**src/rtl/mem_arbiter.sv**
```systemverilog
// rtl/mem_arbiter.sv - two-port single-memory arbiter, IDLE/ISSUE/CAPTURE access FSM
// Define MEM_ARB_ROUND_ROBIN_EN for round-robin tie-break; default is fixed priority to port A.
module mem_arbiter #(
    parameter int ADDR_W = 4,
    parameter int DATA_W = 8
) (
    input  logic              clk,
    input  logic              rst,
    input  logic              a_req,
    input  logic              b_req,
    input  logic              a_we,
    input  logic              b_we,
    input  logic [ADDR_W-1:0] a_adr,
    input  logic [ADDR_W-1:0] b_adr,
    input  logic [DATA_W-1:0] a_dat_w,
    input  logic [DATA_W-1:0] b_dat_w,
    output logic              a_ack,
    output logic              b_ack,
    output logic [DATA_W-1:0] a_dat_r,
    output logic [DATA_W-1:0] b_dat_r,
    output logic [ADDR_W-1:0] mem_adr,
    output logic [DATA_W-1:0] mem_dat_w,
    output logic              mem_we,
    input  logic [DATA_W-1:0] mem_dat_r,
    output logic              busy
);

    typedef enum logic [1:0] {
        S_IDLE    = 2'd0,
        S_ISSUE   = 2'd1,
        S_CAPTURE = 2'd2
    } state_t;

    state_t              state_q;
    logic                grant_q;       // 0 = port A, 1 = port B
    logic                we_q;
    logic                a_ack_q;
    logic                b_ack_q;
    logic [DATA_W-1:0]   a_dat_r_q;
    logic [DATA_W-1:0]   b_dat_r_q;
    logic                a_elig;
    logic                b_elig;
    logic                grant_d;
    logic                issue;

    // A port whose ack is showing this cycle must not be re-granted on the same edge.
    assign a_elig = a_req & ~a_ack_q;
    assign b_elig = b_req & ~b_ack_q;

`ifdef MEM_ARB_ROUND_ROBIN_EN
    logic last_q;                       // port served by the most recent grant
    assign grant_d = b_elig & (~a_elig | ~last_q);
`else
    assign grant_d = b_elig & ~a_elig;
`endif

    always_ff @(posedge clk or posedge rst) begin
        if (rst) begin
            state_q   <= S_IDLE;
            grant_q   <= 1'b0;
            we_q      <= 1'b0;
            a_ack_q   <= 1'b0;
            b_ack_q   <= 1'b0;
            a_dat_r_q <= '0;
            b_dat_r_q <= '0;
`ifdef MEM_ARB_ROUND_ROBIN_EN
            last_q    <= 1'b1;
`endif
        end else begin
            a_ack_q <= 1'b0;
            b_ack_q <= 1'b0;
            case (state_q)
                S_IDLE: begin
                    if (a_elig | b_elig) begin
                        grant_q <= grant_d;
                        we_q    <= grant_d ? b_we : a_we;
                        state_q <= S_ISSUE;
`ifdef MEM_ARB_ROUND_ROBIN_EN
                        last_q  <= grant_d;
`endif
                    end
                end
                S_ISSUE: begin
                    state_q <= S_CAPTURE;
                end
                S_CAPTURE: begin
                    state_q <= S_IDLE;
                    a_ack_q <= ~grant_q;
                    b_ack_q <= grant_q;
                    if (!we_q) begin
                        if (grant_q) begin
                            b_dat_r_q <= mem_dat_r;
                        end else begin
                            a_dat_r_q <= mem_dat_r;
                        end
                    end
                end
                default: begin
                    state_q <= S_IDLE;
                end
            endcase
        end
    end

    // Memory drive is a decode of the state register, so an async reset drops mem_we at once.
    assign issue     = (state_q == S_ISSUE);
    assign mem_we    = issue & we_q;
    assign mem_adr   = issue ? (grant_q ? b_adr : a_adr) : '0;
    assign mem_dat_w = issue ? (grant_q ? b_dat_w : a_dat_w) : '0;

    assign busy    = (state_q != S_IDLE);
    assign a_ack   = a_ack_q;
    assign b_ack   = b_ack_q;
    assign a_dat_r = a_dat_r_q;
    assign b_dat_r = b_dat_r_q;

endmodule
```
**config.mk**
```make
export PLATFORM = sky130hd
export DESIGN_NAME = mem_arbiter
export DESIGN_NICKNAME = d
export VERILOG_FILES = /design/src/rtl/mem_arbiter.sv
export SDC_FILE = /design/constraint.sdc
export NUM_CORES = 1
export LEC_CHECK = 0
export BUFFER_PORTS_ARGS = -buffer_cell sky130_fd_sc_hd__buf_2
export CAP_MARGIN = 10
export CELL_PAD_IN_SITES_DETAIL_PLACEMENT = 0
export CELL_PAD_IN_SITES_GLOBAL_PLACEMENT = 1
export CORE_AREA = 2 2 66 68
export DETAILED_ROUTE_END_ITERATION = 12
export DIE_AREA = 0 0 68 70
export MAX_ROUTING_LAYER = met4
export PLACE_DENSITY = 0.72
export SLEW_MARGIN = 20
export SYNTH_ARGS = -nofsm -noshare
export SYNTH_HDL_FRONTEND = slang
export SYNTH_SLANG_ARGS = --single-unit
```
**constraint.sdc**
```tcl
create_clock -name clk -period 1.31 [get_ports clk]
set_clock_uncertainty 0.1 [all_clocks]
set_input_delay 0.393 -clock clk [delete_from_list [all_inputs] [get_ports clk]]
set_output_delay 0.393 -clock clk [all_outputs]
set_load 0.02 [all_outputs]
```
# Word-level counts from Yosys, hierarchy flattened
# Cells that the tools add are included.
# totals
latchBits	0
output_inout_bits	32
elab_cells	34
mem_bits_ro	0
ramBits	0
mem_count	0
in_bits	38
regBits	22
# classes
mul	0
n_lt_le_gt_ge	0
div	0
eq_ne	3
shifts	0
bitwise_logic	10
reduce_logical	5
add_sub_neg	0
n_mux	9
# ops
operator	count
$mux 8	2
$mux 4	2
$reduce_and 3->1	2
$not 1->1	5
$and 1x1->1	4
$pmux 2 s2	1
$mux 1	3
$eq 2x1->1 const B	1
$eq 2x2->1 const B	1
$logic_not 2->1	1
$mux 2	1
$ne 2x2->1 const B	1
$reduce_and 2->1	1
$reduce_bool 2->1	1
$or 1x1->1	1

# Logic depth before layout (Yosys ltp)
# depth
ltp_word	5
mapped_depth	4
mapped_depth_nobuf	3

# Least setup slack after synthesis
# Ideal clock, no wire load.
# synth_timing
kind	reg-to-output
startpoint	register state_q[1]
endpoint	output port mem_adr[0]
n_path_buf	1
stages_incl_launch_ff	4
slack_ns	-0.295
required_ns	0.817
arrival_time_ns	1.112
cell_sequence	dfrtp_1 -> nand2b_1 -> buf_1 -> nor2_1
# synth_between
elab_chain_len	2
# synth_lines
item	line	rtl
from (decl)	34	state_t state_q;
from (signal assigned)	59	state_q <= S_IDLE;
from (signal assigned)	77	state_q <= S_ISSUE;
from (signal assigned)	84	state_q <= S_CAPTURE;
$eq 2x1->1	106	assign issue = (state_q == S_ISSUE);
$mux 4	108	assign mem_adr = issue ? (grant_q ? b_adr : a_adr) : '0;
to (decl)	21	output logic [ADDR_W-1:0] mem_adr,
# Every way passes these cells.

# Worst setup path after layout
# layout_timing
startpoint	register grant_q
endpoint	output port mem_dat_w[2]
# layout_between
elab_chain_len	2
# layout_lines
item	line	rtl
from (decl)	35	logic grant_q;
from (signal assigned)	75	grant_q <= grant_d;
$mux 8 (2 in a row)	109	assign mem_dat_w = issue ? (grant_q ? b_dat_w : a_dat_w) : '0;
to (decl)	22	output logic [DATA_W-1:0] mem_dat_w,
# Every way passes these cells.

==> impl_metrics.csv <==
group,metric,value,unit
run_status,status,"finished with violations",
run_status,failed_checks,"negative setup slack",
floorplan,fp.dieW,68,um
grt,grt_pass1_wl,4795,um
setup_path,r2r_end,"a_dat_r[3]",
logic_synthesis,ys_seq_area_frac,0.5164,
routing,drc,0,
logic_synthesis,synth_seq_cells,22,
grt,grt.total_usage,0.1323,
routing,top_layer_used,"met4",
routing,wl_met3,289,um
logic_synthesis,syn_area,0.001066,mm2
routing,drt_iter0_markers,16,
floorplan,die_h,70,um
setup_path,rr_worst_depth,5,
place,hpwlAfterDp,2270,um
cts,tritoncts,"built",
setup_path,crit_arrival,1.28,ns
logic_synthesis,ys_warn_count,0,
place,gp_congestion,0.6464,
logic_synthesis,ys_top_cells_by_count,"dfrtp_1, nor2_1, mux2_2",
grt,grt_max_degree,23,
logic_synthesis,ys_top_cells_by_area,"dfrtp_1, mux2_2, mux2i_1",
cells_and_area,finalNetCount,225,
setup_path,end_kind,"output pin",
place,dpl-instance-area,0.001763,mm2
grt,grt_pass1_vias,1119,
cells_and_area,antenna_cells,0,
sta,grt_setup_unrepaired,"true",
logic_synthesis,synth_largest_area_cell,"dfrtp_1",
floorplan,initial_utilization,0.2572,
routing,drtPass1Iterations,4,
setup_path,cp_max_fo,4,
logic_synthesis,synth_nets,126,
sta,setup_viol,30,
cells_and_area,stdcell_area,0.002265,mm2
cts,holdBufCountCts,0,
sta,setup_slack,-0.4670,ns
routing,vias_per_cell,4.437,
sta,slew-limit-headroom,0.7847,
sta,hold_viol,0,
routing,wl_per_cell,13.54,um
sta,fmax,562.7,MHz
grt,antenna_found_initial,0,
place,portBuffers,69,
logic_synthesis,ys_types,19,
cells_and_area,drive_gt1_frac,0.8172,
cts,cts_buffer_depth,2,
pwr,peakVddDrop,1.192,mV
cts,cts_htree_levels,1,
hold_path,hold_class,"in -> async",
floorplan,fp.coreArea,0.004144,mm2
cts,insertion_delay,0.25,ns
run,drv_cap,0,
grt,grt_overflow,0,
logic_synthesis,synthDominantCellAreaShare,0.5164,
floorplan,dieArea,0.004760,mm2
setup_path,critPathKind,"reg -> out",
sta,fin_crit_sh,1.357,
sta,worst_pin_slew,0.3223,ns
routing,vias,1056,
setup_path,critical_path_buf_inv_count,2,
setup_path,ff2ff_setup_slack,-0.21,ns
logic_synthesis,syn_avg_cell_area,12.11,um2
routing,detail-route-antenna-nets,0,
setup_path,critPathTopFamily,"flip-flops",
logic_synthesis,synthCells,88,
pwr,power.static_leakage,1.060,nW
cts,cts.sinks,22,
floorplan,num_rows,24,
logic_synthesis,synth_ff_type,"dfrtp_1",
routing,met2_length,1734,um
logic_synthesis,synth_most_common_cell,"dfrtp_1",
setup_path,slowest_stage,"dfrtp_2",
setup_path,cp_data_required_time,0.82,ns
setup_path,worstPathCellList,"buf_6, mux2i_4, nor2_4, buf_2",
sta,period_minus_slack,1.777,ns
routing,drt-met1-wl,1182,um
cts,numCtsBuffers,3,
setup_path,slowest_delay,0.41,ns
pwr,power_density,2589,mW/mm2
floorplan,ios,70,
routing,wl,3223,um
logic_synthesis,synth_edf_count,0,
setup_path,r2r_start,"grant_q",
cts,path_clk_slew,0.07,ns
sta,final_max_slew_viol_count,0,
cts,clock-root-buffer,"clkbuf_8",
cells_and_area,area_delta_synth_final,112.4,%
sta,whs,0.05844,ns
setup_path,cp.depth,4,
logic_synthesis,async_flop_share,1.000,
setup_path,critPathLaunchType,"register",
repair_timing:
action                                 CTS  global route
pin swaps                                1             2
endpoints found under the hold margin    0             0
setup endpoints to repair               32            49
resized for setup                       62            35
setup buffers                            3             9
metrics by stage:
step	TNS [ns]	util	total power, W	worst slack [ns]	cells
finish	-9.142	0.5465	0.005864	-0.4670	238
global route	-10.91	0.5465	0.006179	-0.5317	238
CTS	-8.729	0.5012	0.005326	-0.4803	229
detailed placement	-5.706	0.4254	0.004108	-0.2586	222
global placement	-5.068	0.4254	0.004017	-0.2108	222
floorplan	-3.314	-	0.003146	-0.1423	88
power by group:
part | internal, W | total [W] | switching, W
registers | 0.00102 | 0.00132 | 0.000297
clock network | 0.000267 | 0.000471 | 0.000203
logic | 0.00236 | 0.00408 | 0.00171
worst min-delay path, cell delays in order:
cell	delay [ns]
buf_2	0.09
inv_1	0.04
buf_4	0.28
flip-flops by register name, summed over array words and instances, names as in the netlist:
| name | flops |
|---|---|
| we_q | 1 |
| b_dat_r | 8 |
| state_q | 2 |
| a_ack | 1 |
| grant_q | 1 |
| a_dat_r | 8 |
| b_ack | 1 |
cells in the final DEF (no fill, tap or decap), drive strengths merged:
cell type,n
clkbuf,4
dfrtp,22
nor2,17
mux2,16
nand4b,2
nor2b,2
nor3,2
a21oi,2
inv,4
buf,97
nand2b,2
nor3b,1
nand3,1
mux2i,12
and2,1
o21ai,1
kinds of logic after synthesis:
group / Yosys count / synth area share
flip-flops: 22 / 0.5164
multiplexers: 28 / 0.2817
AND/OR/NAND/NOR: 28 / 0.1549
AO/OA/AOI/OAI: 3 / 0.01408
buffers and inverters: 7 / 0.03285
cell type report:
cell class	instances	area (um2)
fillers	361	1879
repair buffers	97	804.5
multi-input cells	59	769.5
flip-flops and latches	22	553.0
well taps	52	65.06
clock buffers	4	55.05
inverters	4	17.52
worst max-delay path by stage:
stage               startpoint            to  slack [ns]
CTS                    grant_q  mem_dat_w[6]       -0.48
detailed placement     grant_q    mem_adr[1]       -0.26
global route           grant_q  mem_dat_w[2]       -0.53
global placement       grant_q  mem_dat_w[2]       -0.21
finish                 grant_q  mem_dat_w[2]       -0.47
floorplan              grant_q    mem_adr[2]       -0.14
layer usage:
layer	GRT usage	vias up
li1	-	494
met1	0.1439	507
met2	0.2481	53
met3	0.01771	2
met4	0.02667	0
met5	-	-
Power figures use the tool's default switching activity.
